[src/rtl/genius_pkg.sv]
// Shared definitions for the Genius game: button count, colour codes and the
// button-conditioner state encoding.
package genius_pkg;

    localparam int NUM_BTN = 3;
    localparam int CODE_W  = 2;

    // Colour codes shared with the game FSM and the sequence generator.
    localparam logic [CODE_W-1:0] COLOR_GREEN = 2'd0;
    localparam logic [CODE_W-1:0] COLOR_RED   = 2'd1;
    localparam logic [CODE_W-1:0] COLOR_BLUE  = 2'd2;

    typedef enum logic [1:0] {
        IDLE         = 2'd0,
        PRESS_WAIT   = 2'd1,
        HELD         = 2'd2,
        RELEASE_WAIT = 2'd3
    } btn_state_t;

    function automatic logic pat_is_single(input logic [NUM_BTN-1:0] pat);
        logic [NUM_BTN-1:0] low_cleared;
        low_cleared = pat & (pat - NUM_BTN'(1));
        return (pat != '0) && (low_cleared == '0);
    endfunction

    // Index of the lowest set bit; only meaningful for a one-hot pattern.
    function automatic logic [CODE_W-1:0] pat_to_code(input logic [NUM_BTN-1:0] pat);
        logic [CODE_W-1:0] code;
        code = COLOR_GREEN;
        for (int i = NUM_BTN - 1; i >= 0; i--) begin
            if (pat[i]) begin
                code = CODE_W'(i);
            end
        end
        return code;
    endfunction

endpackage

[src/rtl/genius_sync_2ff.sv]
// Two-flop synchroniser for a bus of independent asynchronous bits; both stages
// load a caller-supplied level while reset is asserted.
module genius_sync_2ff #(
    parameter int                WIDTH       = 1,
    parameter logic [WIDTH-1:0]  RESET_VALUE = '0
) (
    input  logic             clock,
    input  logic             reset,
    input  logic [WIDTH-1:0] d,
    output logic [WIDTH-1:0] q
);

    logic [WIDTH-1:0] sync_p0;
    logic [WIDTH-1:0] sync_p1;

    always_ff @(posedge clock) begin
        if (!reset) begin
            sync_p0 <= RESET_VALUE;
            sync_p1 <= RESET_VALUE;
        end else begin
            sync_p0 <= d;
            sync_p1 <= sync_p0;
        end
    end

    assign q = sync_p1;

endmodule

[src/rtl/genius_btn_conditioner.sv]
// Push-button front end: synchronise, debounce press and release, and emit one
// press (or multi-press) pulse per physical press.
module genius_btn_conditioner
    import genius_pkg::*;
#(
    parameter int DEBOUNCE_CYCLES = 1000000,
    parameter bit BTN_ACTIVE_LOW  = 1'b1
) (
    input  logic               clock,
    input  logic               reset,
    input  logic [NUM_BTN-1:0] btn,
    input  logic               enable,
    output logic               press_valid,
    output logic [CODE_W-1:0]  press_code,
    output logic               multi_press,
    output logic [NUM_BTN-1:0] btn_level
);

    localparam int               CNT_W    = $clog2(DEBOUNCE_CYCLES + 1);
    localparam logic [CNT_W-1:0] CNT_ONE  = CNT_W'(1);
    localparam logic [CNT_W-1:0] CNT_LAST = CNT_W'(DEBOUNCE_CYCLES - 1);

    logic [NUM_BTN-1:0] btn_norm;
    logic [NUM_BTN-1:0] sync;

    btn_state_t         state, state_nxt;
    logic [CNT_W-1:0]   cnt, cnt_nxt;
    logic [NUM_BTN-1:0] pat, pat_nxt;
    logic               accept;

    logic               press_valid_nxt;
    logic               multi_press_nxt;
    logic [CODE_W-1:0]  press_code_nxt;
    logic [NUM_BTN-1:0] btn_level_nxt;

    assign btn_norm = BTN_ACTIVE_LOW ? ~btn : btn;

    // Released level is 0 after normalisation, so reset parks the synchroniser there.
    genius_sync_2ff #(
        .WIDTH       (NUM_BTN),
        .RESET_VALUE ('0)
    ) u_sync (
        .clock (clock),
        .reset (reset),
        .d     (btn_norm),
        .q     (sync)
    );

    always_ff @(posedge clock) begin
        if (!reset) begin
            state <= IDLE;
            cnt   <= '0;
            pat   <= '0;
        end else begin
            state <= state_nxt;
            cnt   <= cnt_nxt;
            pat   <= pat_nxt;
        end
    end

    always_comb begin
        state_nxt = state;
        cnt_nxt   = cnt;
        pat_nxt   = pat;
        accept    = 1'b0;
        case (state)
            IDLE: begin
                if (sync != '0) begin
                    state_nxt = PRESS_WAIT;
                    pat_nxt   = sync;
                    cnt_nxt   = CNT_ONE;
                end
            end
            PRESS_WAIT: begin
                if (sync == '0) begin
                    state_nxt = IDLE;
                    pat_nxt   = '0;
                    cnt_nxt   = '0;
                end else if (sync != pat) begin
                    pat_nxt = sync;
                    cnt_nxt = CNT_ONE;
                end else if (cnt == CNT_LAST) begin
                    state_nxt = HELD;
                    cnt_nxt   = '0;
                    accept    = 1'b1;
                end else begin
                    cnt_nxt = cnt + CNT_ONE;
                end
            end
            HELD: begin
                // A different non-zero pattern is ignored until a full release.
                if (sync == '0) begin
                    state_nxt = RELEASE_WAIT;
                    cnt_nxt   = CNT_ONE;
                end
            end
            RELEASE_WAIT: begin
                if (sync != '0) begin
                    state_nxt = HELD;
                    cnt_nxt   = '0;
                end else if (cnt == CNT_LAST) begin
                    state_nxt = IDLE;
                    pat_nxt   = '0;
                    cnt_nxt   = '0;
                end else begin
                    cnt_nxt = cnt + CNT_ONE;
                end
            end
            default: begin
                state_nxt = IDLE;
                pat_nxt   = '0;
                cnt_nxt   = '0;
            end
        endcase
    end

    always_comb begin
        press_valid_nxt = accept && enable && pat_is_single(pat);
        multi_press_nxt = accept && !pat_is_single(pat);
        press_code_nxt  = press_valid_nxt ? pat_to_code(pat) : press_code;
        btn_level_nxt   = '0;
        if (state_nxt == HELD || state_nxt == RELEASE_WAIT) begin
            btn_level_nxt = pat_nxt;
        end
    end

    always_ff @(posedge clock) begin
        if (!reset) begin
            press_valid <= 1'b0;
            multi_press <= 1'b0;
            press_code  <= '0;
            btn_level   <= '0;
        end else begin
            press_valid <= press_valid_nxt;
            multi_press <= multi_press_nxt;
            press_code  <= press_code_nxt;
            btn_level   <= btn_level_nxt;
        end
    end

endmodule

[config.mk]
export PLATFORM = sky130hd
export DESIGN_NAME = genius_btn_conditioner
export DESIGN_NICKNAME = d
export VERILOG_FILES = /design/src/rtl/genius_pkg.sv /design/src/rtl/genius_sync_2ff.sv /design/src/rtl/genius_btn_conditioner.sv
export SDC_FILE = /design/constraint.sdc
export NUM_CORES = 1
export LEC_CHECK = 0
export BUFFER_PORTS_ARGS = -buffer_cell sky130_fd_sc_hd__buf_2
export CORE_ASPECT_RATIO = 1.5
export CORE_MARGIN = 4
export CORE_UTILIZATION = 55
export CTS_CLUSTER_DIAMETER = 60
export CTS_CLUSTER_SIZE = 24
export DETAILED_ROUTE_END_ITERATION = 10
export PLACE_DENSITY = 0.73
export SYNTH_ARGS = -nofsm -noshare
export SYNTH_HDL_FRONTEND = slang
export SYNTH_HIERARCHICAL = 1
export SYNTH_SLANG_ARGS = --single-unit
export TNS_END_PERCENT = 10
[constraint.sdc]
create_clock -name clock -period 3.63 [get_ports clock]
set_input_delay 0.726 -clock clock [delete_from_list [all_inputs] [get_ports clock]]
set_output_delay 0.726 -clock clock [all_outputs]
set_load 0.01 [all_outputs]
==> metrics.yaml, run 1 <==
drv_slew: 0
ys_types: 53
drtIter0Drc: 71
crit_arrival_ns: 2.56
post_drt_wl_per_cell_um: 15.5
drc: 0
synth_top_area_share_pct: 37.9
yosys-top-cells-area: "dfxtp_1 38%, a31oi_1 5.9%, nand2_1 4.5%"
grtUsageTotal_pct: 21.6
r2r_slack_ns: 1.25
ctsHoldBuffers: 0
fillers: 325
crit_required_ns: 3.82
synthCells: 236
min_path_type: "register to register"
whs_ns: 0.439
grt_pass1_wl_um: 7910
drv_cap: 0
antennaDiodeCount: 0
postCtsSetupBuffers: 0
regArea_sq_um: 761
die_w_um: 57.4
p_per_area_mw_per_mm2: 359
clk_path_buf_depth: 2
place_congestion: 0.904
h-tree-depth: 2
finalNetCount: 248
ys_async_sr_fraction_pct: 0
ys_ff_latch: 38
row_count: 26
area_delta_synth_final_pct: 5.54
dp_hpwl_um: 3150
min_period_ns: 2.38
core-area_sq_mm: 0.00345
grt_pass1_vias: 1729
p_total_uw: 762
port_buffers: 12
finalHoldViolCount: 0
gr-total-overflow: 0
start_kind: "register"
syn_avg_cell_area_sq_um: 8.51
skew_ns: 0.00468
synthFlopType: "dfxtp_1"
slew_headroom_pct: 38.5
wirelength_um: 4400
worst_pin_slew_ns: 0.923
cts_tree: "built"
synth_area_leader_cell: "dfxtp_1"
clock-sinks: 38
yosysWarnings: 6
antenna_found_initial: 0
vias: 1747
die-area_sq_mm: 0.00470
first_pass_iters: 5
outcome: "complete, no violations"
rsz0062_at_grt: "false"
ios: 13
crit_type: "register to register"
netlist_area_sq_mm: 0.00201
clk_pin_slew_ns: 0.07
fp.dieH_um: 82.0
grt_max_degree: 28
leakage_uw: 0.000736
ant_nets: 0
yosysSeqAreaShare_pct: 37.9
ctsResizeCount: 0
timing.final.crit_share_pct: 65.5
cts_root_buf: "clkbuf_8"
synth_edf_count: 0
multiInputGateArea_sq_mm: 0.00113
fin_util_pct: 61.5
synth_fp_nets: 243
irDropWorstVdd_mv: 0.265
routed_via_density: 6.17
endpoint_kind: "register"
finalSetupViolations: 0
clk_latency_ns: 0.29
tns_ns: 0
start_util_pct: 58.3
max_freq_mhz: 421
drive_above_1_share_pct: 14.5
cts_made_buffers: 5
crit_fanout: 21
[kinds of logic (layout without fill, tap and decap cells)]
| kind of cell | after synthesis | in the layout | synth area share, % |
|---|---|---|---|
| buffers and inverters | 24 | 29 | 6.04 |
| and+or+nand+nor | 102 | 102 | 29.8 |
| DFF | 38 | 38 | 37.9 |
| adders and majority gates | 1 | 1 | 0.623 |
| xor gates and xnor gates | 8 | 8 | 3.49 |
| AOI/OAI and AO/OA | 63 | 63 | 22.2 |
[sequential cells by signal, summed over array words and instances (netlist names)]
register        cells
u_sync/q            3
multi_press         1
u_sync/sync_p0      3
cnt                20
state               2
pat                 3
press_valid         1
press_code          2
btn_level           3
[path summary, 6_finish.rpt]
path                startpoint           to  cells after the start
min          u_sync/sync_p0[2]  u_sync/q[2]                      1
max reg2reg             cnt[0]       cnt[4]                      6
max                     cnt[0]       cnt[4]                      6
min reg2reg  u_sync/sync_p0[2]  u_sync/q[2]                      1
[synthesized netlist by cell type (4+ instances only)]
master / instances
nand3_1: 9
nor2_1: 13
clkbuf_1: 7
nand3b_1: 8
a41oi_1: 4
xor2_1: 6
dfxtp_1: 38
inv_1: 9
o21ai_0: 13
a21oi_1: 4
nor4_1: 4
nand2_1: 24
buf_2: 4
and3_1: 5
a31oi_1: 19
and2_1: 11
nor3_1: 9
[placed cells by master (no fill, tap or decap), types with 5 or more instances in the layout]
cell,synthesis,layout
and2_1,11,11
dfxtp_1,38,38
xor2_1,6,6
nor2_1,13,13
clkbuf_8,0,5
nor3_1,9,9
nand2_1,24,24
buf_2,4,12
and3_1,5,5
o21ai_0,13,13
inv_1,9,9
nand3_1,9,9
nand3b_1,8,8
a31oi_1,19,19
[worst max-delay path: stages (launching register included)]
cell,delay (ns)
dfxtp_1,0.39
ha_1,0.21
nand3_1,0.19
nor4_1,0.60
a21oi_2,0.38
a31o_2,0.34
a22o_1,0.17
[per-layer routing]
| layer | routed length (um) | up-vias | GRT usage (%) |
|---|---|---|---|
| li1 | - | 881 | - |
| met1 | 1800 | 819 | 24.1 |
| met2 | 2320 | 37 | 38.1 |
| met3 | 172 | 10 | 4.72 |
| met4 | 110 | 0 | 10.9 |
| met5 | 0 | - | 0 |
[per-stage QoR]
step           std cells  setup WS [ns]  area, sq um
2_1_floorplan        236           1.73         2010
3_3_place_gp         276           1.22         2040
3_5_place_dp         276           1.14         2040
4_1_cts              283           1.30         2120
5_1_grt              283           1.00         2120
6_report             283           1.25         2120
[area by class of cell]
| class | instances | share of cell area [%] |
|---|---|---|
| sequential | 38 | 35.9 |
| clock buffer | 5 | 3.24 |
| timing repair buffer | 13 | 3.19 |
| tap | 42 | 2.48 |
| clock inverter | 2 | 0.472 |
| multi-input combinational | 174 | 53.2 |
| inverter | 9 | 1.59 |
[power breakdown]
part	switching (uW)	leakage, uW	internal, uW
combinational	39.4	0.000384	22.0
clock	138	0.0000438	129
sequential	9.53	0.000308	424
total	187	0.000736	574
(Power assumes the default switching activity.)
==> run 2, diff against run 1 <==
--- a/config.mk
+++ b/config.mk
@@ -8,11 +8,11 @@
 export BUFFER_PORTS_ARGS = -buffer_cell sky130_fd_sc_hd__buf_2
 export CORE_ASPECT_RATIO = 1.5
 export CORE_MARGIN = 4
-export CORE_UTILIZATION = 55
+export CORE_UTILIZATION = 54
 export CTS_CLUSTER_DIAMETER = 60
 export CTS_CLUSTER_SIZE = 24
 export DETAILED_ROUTE_END_ITERATION = 10
-export PLACE_DENSITY = 0.73
+export PLACE_DENSITY = 0.75
 export SYNTH_ARGS = -nofsm -noshare
 export SYNTH_HDL_FRONTEND = slang
 export SYNTH_HIERARCHICAL = 1
==> constraint.sdc (replaced) <==
create_clock -name clock -period 2 [get_ports clock]
set_input_delay 0.4 -clock clock [delete_from_list [all_inputs] [get_ports clock]]
set_output_delay 0.4 -clock clock [all_outputs]
set_load 0.01 [all_outputs]
==> run 2 against run 1 <==
Net effect:
- setup slack worse by 1.2 ns
- routed wire length is 9.6% higher
- register-to-register slack worse by 1.2 ns
- first-iteration DRC count is 49% higher
- sequential cell count stayed put
- via count is 7.2% higher
- count of clock-buffer cells in the layout stayed put
- non-clock buffer count is 25 higher
- hold slack worse by 0.080 ns
- final area is 12% higher
- sequential share of layout area is 3.8 points lower
- critical endpoint is now cnt[14]
- highest routed layer unchanged
==> metrics.yaml, run 2 (same netlist as run 1, synthesis figures left out) <==
core-area_sq_mm: 0.00348  # +0.94%
post_drt_wl_per_cell_um: 15.6  # +0.34%
fp.dieH_um: 82.7  # +0.83%
ctsHoldBuffers: 0  # unchanged
switching_power_uw: 375  # +100%
area_delta_synth_final_pct: 18.1
start_util_pct: 57.7  # -0.54 points
pwr-share-seq_pct: 49.6  # -7.3 points
slowest_stage: "dfxtp_1"
drc: 0  # unchanged
gr-total-overflow: 0  # unchanged
ios: 13  # unchanged
skew_ns: 0.0108  # +0.00613 ns
clock-sinks: 38  # unchanged
postLayoutSetupSlackWorst_ns: 0.0934  # -1.16 ns
rsz0062_at_grt: "true"
fillers: 295  # -9.2%
antenna_found_initial: 0  # unchanged
crit_chain: "ha_2 > nand3_2 > nor4_1 > buf_4 > a21oi_2 > buf_4 > a41oi_1 > a31oi_1"
row_count: 26  # unchanged
clk_path_buf_depth: 2  # unchanged
crit_type: "register to register"
p_total_uw: 1580  # +110%
leakage_uw: 0.000883  # +20%
start_kind: "register"
die_w_um: 57.8  # +0.79%
vias: 1872  # +7.2%
routed_via_density: 6.06  # -1.9%
crit_fanout: 10  # -52%
cts_tree: "built"
grtUsageTotal_pct: 22.2  # +0.58 points
drtIter0Drc: 106  # +49%
grt_max_degree: 22  # -21%
drive_above_1_share_pct: 24.3  # +9.8 points
clkPwrFrac_pct: 40.8  # +5.8 points
p_per_area_mw_per_mm2: 664  # +85%
port_buffers: 12  # unchanged
min_period_ns: 1.91  # -0.470 ns
endpoint_kind: "register"
internal_power_uw: 1200  # +110%
postCtsSetupBuffers: 0  # unchanged
max_freq_mhz: 524  # +25%
p_sw_share_pct: 23.8  # -0.76 points
clk_latency_ns: 0.30  # about the same
wirelength_um: 4820  # +9.6%
antennaDiodeCount: 0  # unchanged
placed_area_sq_mm: 0.00223  # +9.2%
grt_pass1_wl_um: 8190  # +3.5%
reg2reg_depth: 8  # +2
fin_util_pct: 68.2  # +6.7 points
fin_area_sq_mm: 0.00237  # +12%
critPathMaxStageDelay_ns: 0.37  # -0.23 ns
clk_pin_slew_ns: 0.08  # about the same
cts_made_buffers: 5  # unchanged
finalNetCount: 273  # +10%
h-tree-depth: 2  # unchanged
grt_pass1_vias: 1889  # +9.3%
place_congestion: 0.857  # -5.3%
crit_arrival_ns: 2.08  # -0.48 ns
crit_required_ns: 2.18  # -1.64 ns
irDropWorstVdd_mv: 0.553  # +110%
ctsResizeCount: 0  # unchanged
largest_register_ffs: 20  # unchanged
dp_hpwl_um: 3470  # +10%
pre_cts_slack_ns: 0.0425  # -1.09 ns
layout_commonest_cell: "dfxtp_1"
combPwrFrac_pct: 9.6  # +1.5 points
min_path_type: "input port to register"
largest_register: "cnt"
timing.final.crit_share_pct: 95.3  # +30 points
slew_headroom_pct: 68.8  # +30 points
die-area_sq_mm: 0.00478  # +1.6%
drv_slew: 0  # unchanged
tns_ns: 0  # unchanged
layout_common_cells: "38 x dfxtp_1, 26 x buf_4, 24 x nand2_1"
min_path_cells: 3  # +2
worst_pin_slew_ns: 0.464  # -0.458 ns
first_pass_iters: 4  # -1
ant_nets: 0  # unchanged
finalSetupViolations: 0  # unchanged
finalHoldViolCount: 0  # unchanged
outcome: "complete, no violations"
drv_cap: 0  # unchanged
crit_top_cell: "buf_4"
cts_root_buf: "clkbuf_8"
[run 2: cell types whose count changed in the layout (fill, tap and decap cells not counted), sizes merged]
cell	previous run	this run
buf	13	38
bufinv	0	1
[run 2: path summary, 6_finish.rpt]
path	endpoint	from	slack (ns)
min reg2reg	u_sync/q[2]	u_sync/sync_p0[2]	0.43
max	cnt[14]	cnt[1]	0.09
min	u_sync/sync_p0[0]	btn[0]	0.36
max reg2reg	cnt[14]	cnt[1]	0.09
[run 2: layer usage]
metal	GRT usage [%]	up-vias	wire, um
met5	0	-	0
met4	13.9	0	130
met3	4.04	17	232
met2	41.7	58	2570
met1	22.0	863	1880
li1	-	934	-
[run 2: area by class of cell]
class	instances	area, sq um	share of cell area (%)
clock buffer	5	68.8	2.90
clock inverter	3	40.0	1.69
inverter	9	33.8	1.42
multi-input combinational	174	1160	49.0
sequential	38	761	32.1
tap	42	52.6	2.21
timing repair buffer	38	255	10.8
[run 2: critical path: cells and delay by family, from the launching register on]
kind / cells / cell delay [ns]
DFF: 1 / 0.37
adders and majority gates: 1 / 0.22
buffers and inverters: 2 / 0.37
and+or+nand+nor: 2 / 0.44
AOI/OAI and AO/OA: 3 / 0.38
[run 2: power by group through the flow]
stage,Combinational [uW],Clock (uW),Sequential (uW)
detailed placement,146,0,797
CTS,148,652,780
global placement,143,0,798
floorplan,94.7,0,792
finish,152,642,781
global route,166,681,783
[run 2: per-stage QoR]
stage / cells / hold WS (ns)
detailed placement: 301 / 0.423
global route: 309 / 0.367
CTS: 309 / 0.359
floorplan: 236 / 0.412
finish: 309 / 0.359
global placement: 301 / 0.414
==> run 3, diff against run 2 <==
--- a/config.mk
+++ b/config.mk
@@ -5,6 +5,7 @@
 export SDC_FILE = /design/constraint.sdc
 export NUM_CORES = 1
 export LEC_CHECK = 0
+export ABC_AREA = 1
 export BUFFER_PORTS_ARGS = -buffer_cell sky130_fd_sc_hd__buf_2
 export CORE_ASPECT_RATIO = 1.5
 export CORE_MARGIN = 4
==> run 3 against run 2 <==
Net effect:
- sequential cell count unchanged
- clock power fell by 14%
- final cell count rose by 27%
- sequential power about the same
- highest routed layer unchanged
- power shrank 4.4%
==> metrics.yaml, run 3 <==
syn_avg_cell_area_sq_um: 6.87  # -19%
area_delta_synth_final_pct: 9.35
cts_root_buf: "clkbuf_8"
endpoint_kind: "register"
finalSetupViolations: 0  # unchanged
ant_nets: 0  # unchanged
start_util_pct: 56.3  # -1.5 points
synthFlopType: "dfxtp_1"
ys_types: 34  # -36%
synth_top_area_share_pct: 33.9  # -4.0 points
port_buffers: 12  # unchanged
netlist_area_sq_mm: 0.00225  # +12%
layout_common_cells: "78 x nand2_1, 48 x nor2_1, 44 x inv_1"
clock-sinks: 38  # unchanged
ys_async_sr_fraction_pct: 0  # unchanged
yosys-top-cells-area: "dfxtp_1 34%, nand2_1 13%, nor2_1 8.0%"
pwr-share-seq_pct: 51.9  # +2.3 points
outcome: "complete, no violations"
multiInputGateArea_sq_mm: 0.00124  # +7.1%
crit_arrival_ns: 1.85  # -0.23 ns
core-area_sq_mm: 0.00399  # +15%
fillers: 378  # +28%
clkPwrFrac_pct: 36.8  # -4.0 points
drc: 0  # unchanged
synth_edf_count: 0  # unchanged
gr-total-overflow: 0  # unchanged
min_period_ns: 1.69  # -0.220 ns
regArea_sq_um: 761  # unchanged
skew_ns: 0.00311  # -0.00770 ns
drv_cap: 0  # unchanged
crit_fanout: 4  # -6
synthTopCellsByCount: "78 x nand2_1, 48 x nor2_1, 44 x inv_1, 38 x dfxtp_1, 13 x o21ai_0"
dp.cells: 384  # +28%
antennaDiodeCount: 0  # unchanged
largest_register: "cnt"
slew_headroom_pct: 60.4  # -8.4 points
combPwrFrac_pct: 11.2  # +1.6 points
drive_above_1_share_pct: 21.9  # -2.4 points
dp_hpwl_um: 3900  # +12%
synth_area_leader_cell: "dfxtp_1"
drtIter0Drc: 63  # -41%
postCtsSetupBuffers: 0  # unchanged
tns_ns: 0  # unchanged
wirelength_um: 5050  # +4.9%
clk_latency_ns: 0.29  # about the same
row_count: 28  # +7.7%
ios: 13  # unchanged
finalNetCount: 353  # +29%
h-tree-depth: 2  # unchanged
synth_most_common_cell: "nand2_1"
crit_type: "register to register"
grt_pass1_vias: 2001  # +5.9%
p_total_uw: 1510  # -4.4%
first_pass_iters: 4  # unchanged
place_congestion: 0.925  # +8.0%
die_w_um: 60.7  # +5.0%
antenna_found_initial: 0  # unchanged
grt_max_degree: 16  # -27%
routed_via_density: 5.32  # -12%
rsz0062_at_grt: "false"
yosysSeqAreaShare_pct: 33.9  # -4.0 points
irDropWorstVdd_mv: 0.734  # +33%
clk_pin_slew_ns: 0.07  # about the same
ctsResizeCount: 0  # unchanged
grt_pass1_wl_um: 8970  # +9.5%
p_per_area_mw_per_mm2: 613  # -7.7%
vias: 2086  # +11%
worst_pin_slew_ns: 0.593  # +0.129 ns
min_path_type: "input port to register"
cts_tree: "built"
finalHoldViolCount: 0  # unchanged
timing.final.crit_share_pct: 84.3  # -11 points
drv_slew: 0  # unchanged
fin_util_pct: 61.5  # -6.7 points
yosysWarnings: 6  # unchanged
grtUsageTotal_pct: 22.7  # +0.51 points
post_drt_wl_per_cell_um: 12.9  # -17%
fp.dieH_um: 87.0  # +5.2%
fin_cells: 392  # +27%
start_kind: "register"
die-area_sq_mm: 0.00528  # +10%
switching_power_uw: 406  # +8.3%
synth_fp_nets: 334  # +37%
crit_required_ns: 2.16  # -0.02 ns
cts_made_buffers: 5  # unchanged
ctsHoldBuffers: 0  # unchanged
internal_power_uw: 1100  # -8.4%
leakage_uw: 0.00102  # +16%
synthCells: 327  # +39%
clk_path_buf_depth: 2  # unchanged
p_sw_share_pct: 27.0  # +3.2 points
ys_ff_latch: 38  # unchanged
layout_commonest_cell: "nand2_1"
max_freq_mhz: 593  # +13%
largest_register_ffs: 20  # unchanged
==> run 3: cell count changes in the layout (fill, tap and decap cells not counted), sizes merged, moves of 9 or more <==
cell / change
nand4: +9
a21oi: +9
nand2: +64
nand3: +10
a31oi: -19
inv: +44
buf: -22
nor2: +44
and2: -11
==> run 3: power by group through the flow <==
stage | combinational, uW | clock (uW) | sequential (uW)
6_report | 169 | 555 | 782
3_3_place_gp | 164 | 0 | 799
3_5_place_dp | 169 | 0 | 800
2_1_floorplan | 134 | 0 | 798
5_1_grt | 190 | 612 | 784
4_1_cts | 170 | 568 | 782
==> run 3: cell families (layout without fill, tap and decap cells) <==
kind of cell | Yosys count | after routing | share of synthesized area, %
adder cells (fa/ha/maj) | 1 | 1 | 0.557
buffers and inverters | 58 | 78 | 10.7
flip-flops | 38 | 38 | 33.9
AO/OA/AOI/OAI | 37 | 37 | 10.6
XOR/XNOR | 8 | 8 | 3.12
AND/OR/NAND/NOR | 185 | 185 | 41.1
==> run 3: critical path, stage by stage (launching register included) <==
cell and delay [ns]:
dfxtp_1 0.38, ha_1 0.21, nand2_1 0.11, nor2_4 0.19
nand4_1 0.18, nor3_1 0.23, nand3_1 0.10, nand2_1 0.09
a21oi_2 0.05
==> run 3: worst paths after layout <==
path	startpoint	to	slack (ns)	cells past startpoint
max	cnt[0]	cnt[18]	0.31	8
min	btn[1]	u_sync/sync_p0[1]	0.32	4
max reg2reg	cnt[0]	cnt[18]	0.31	8
min reg2reg	u_sync/sync_p0[2]	u_sync/q[2]	0.42	2
==> run 3: stage by stage <==
stage / setup slack (ns) / hold slack (ns) / area [sq um]
floorplan: 0.549 / 0.390 / 2250
global placement: 0.356 / 0.393 / 2360
detailed placement: 0.309 / 0.400 / 2360
CTS: 0.295 / 0.309 / 2460
global route: 0.135 / 0.340 / 2460
finish: 0.313 / 0.317 / 2460
==> run 3: final cells by class <==
type | count | area share (%)
flip-flops and latches | 38 | 31.0
clock inverters | 2 | 0.509
inverters | 54 | 8.55
well taps | 45 | 2.29
clock buffers | 6 | 3.36
multi-input cells | 231 | 50.7
repair buffers | 16 | 3.67
==> run 3: per-layer routing <==
metal / GRT usage (%) / routed length [um]
met1: 25.4 / 1970
met2: 39.8 / 2710
met3: 3.86 / 206
met4: 11.2 / 164
met5: 0 / 0
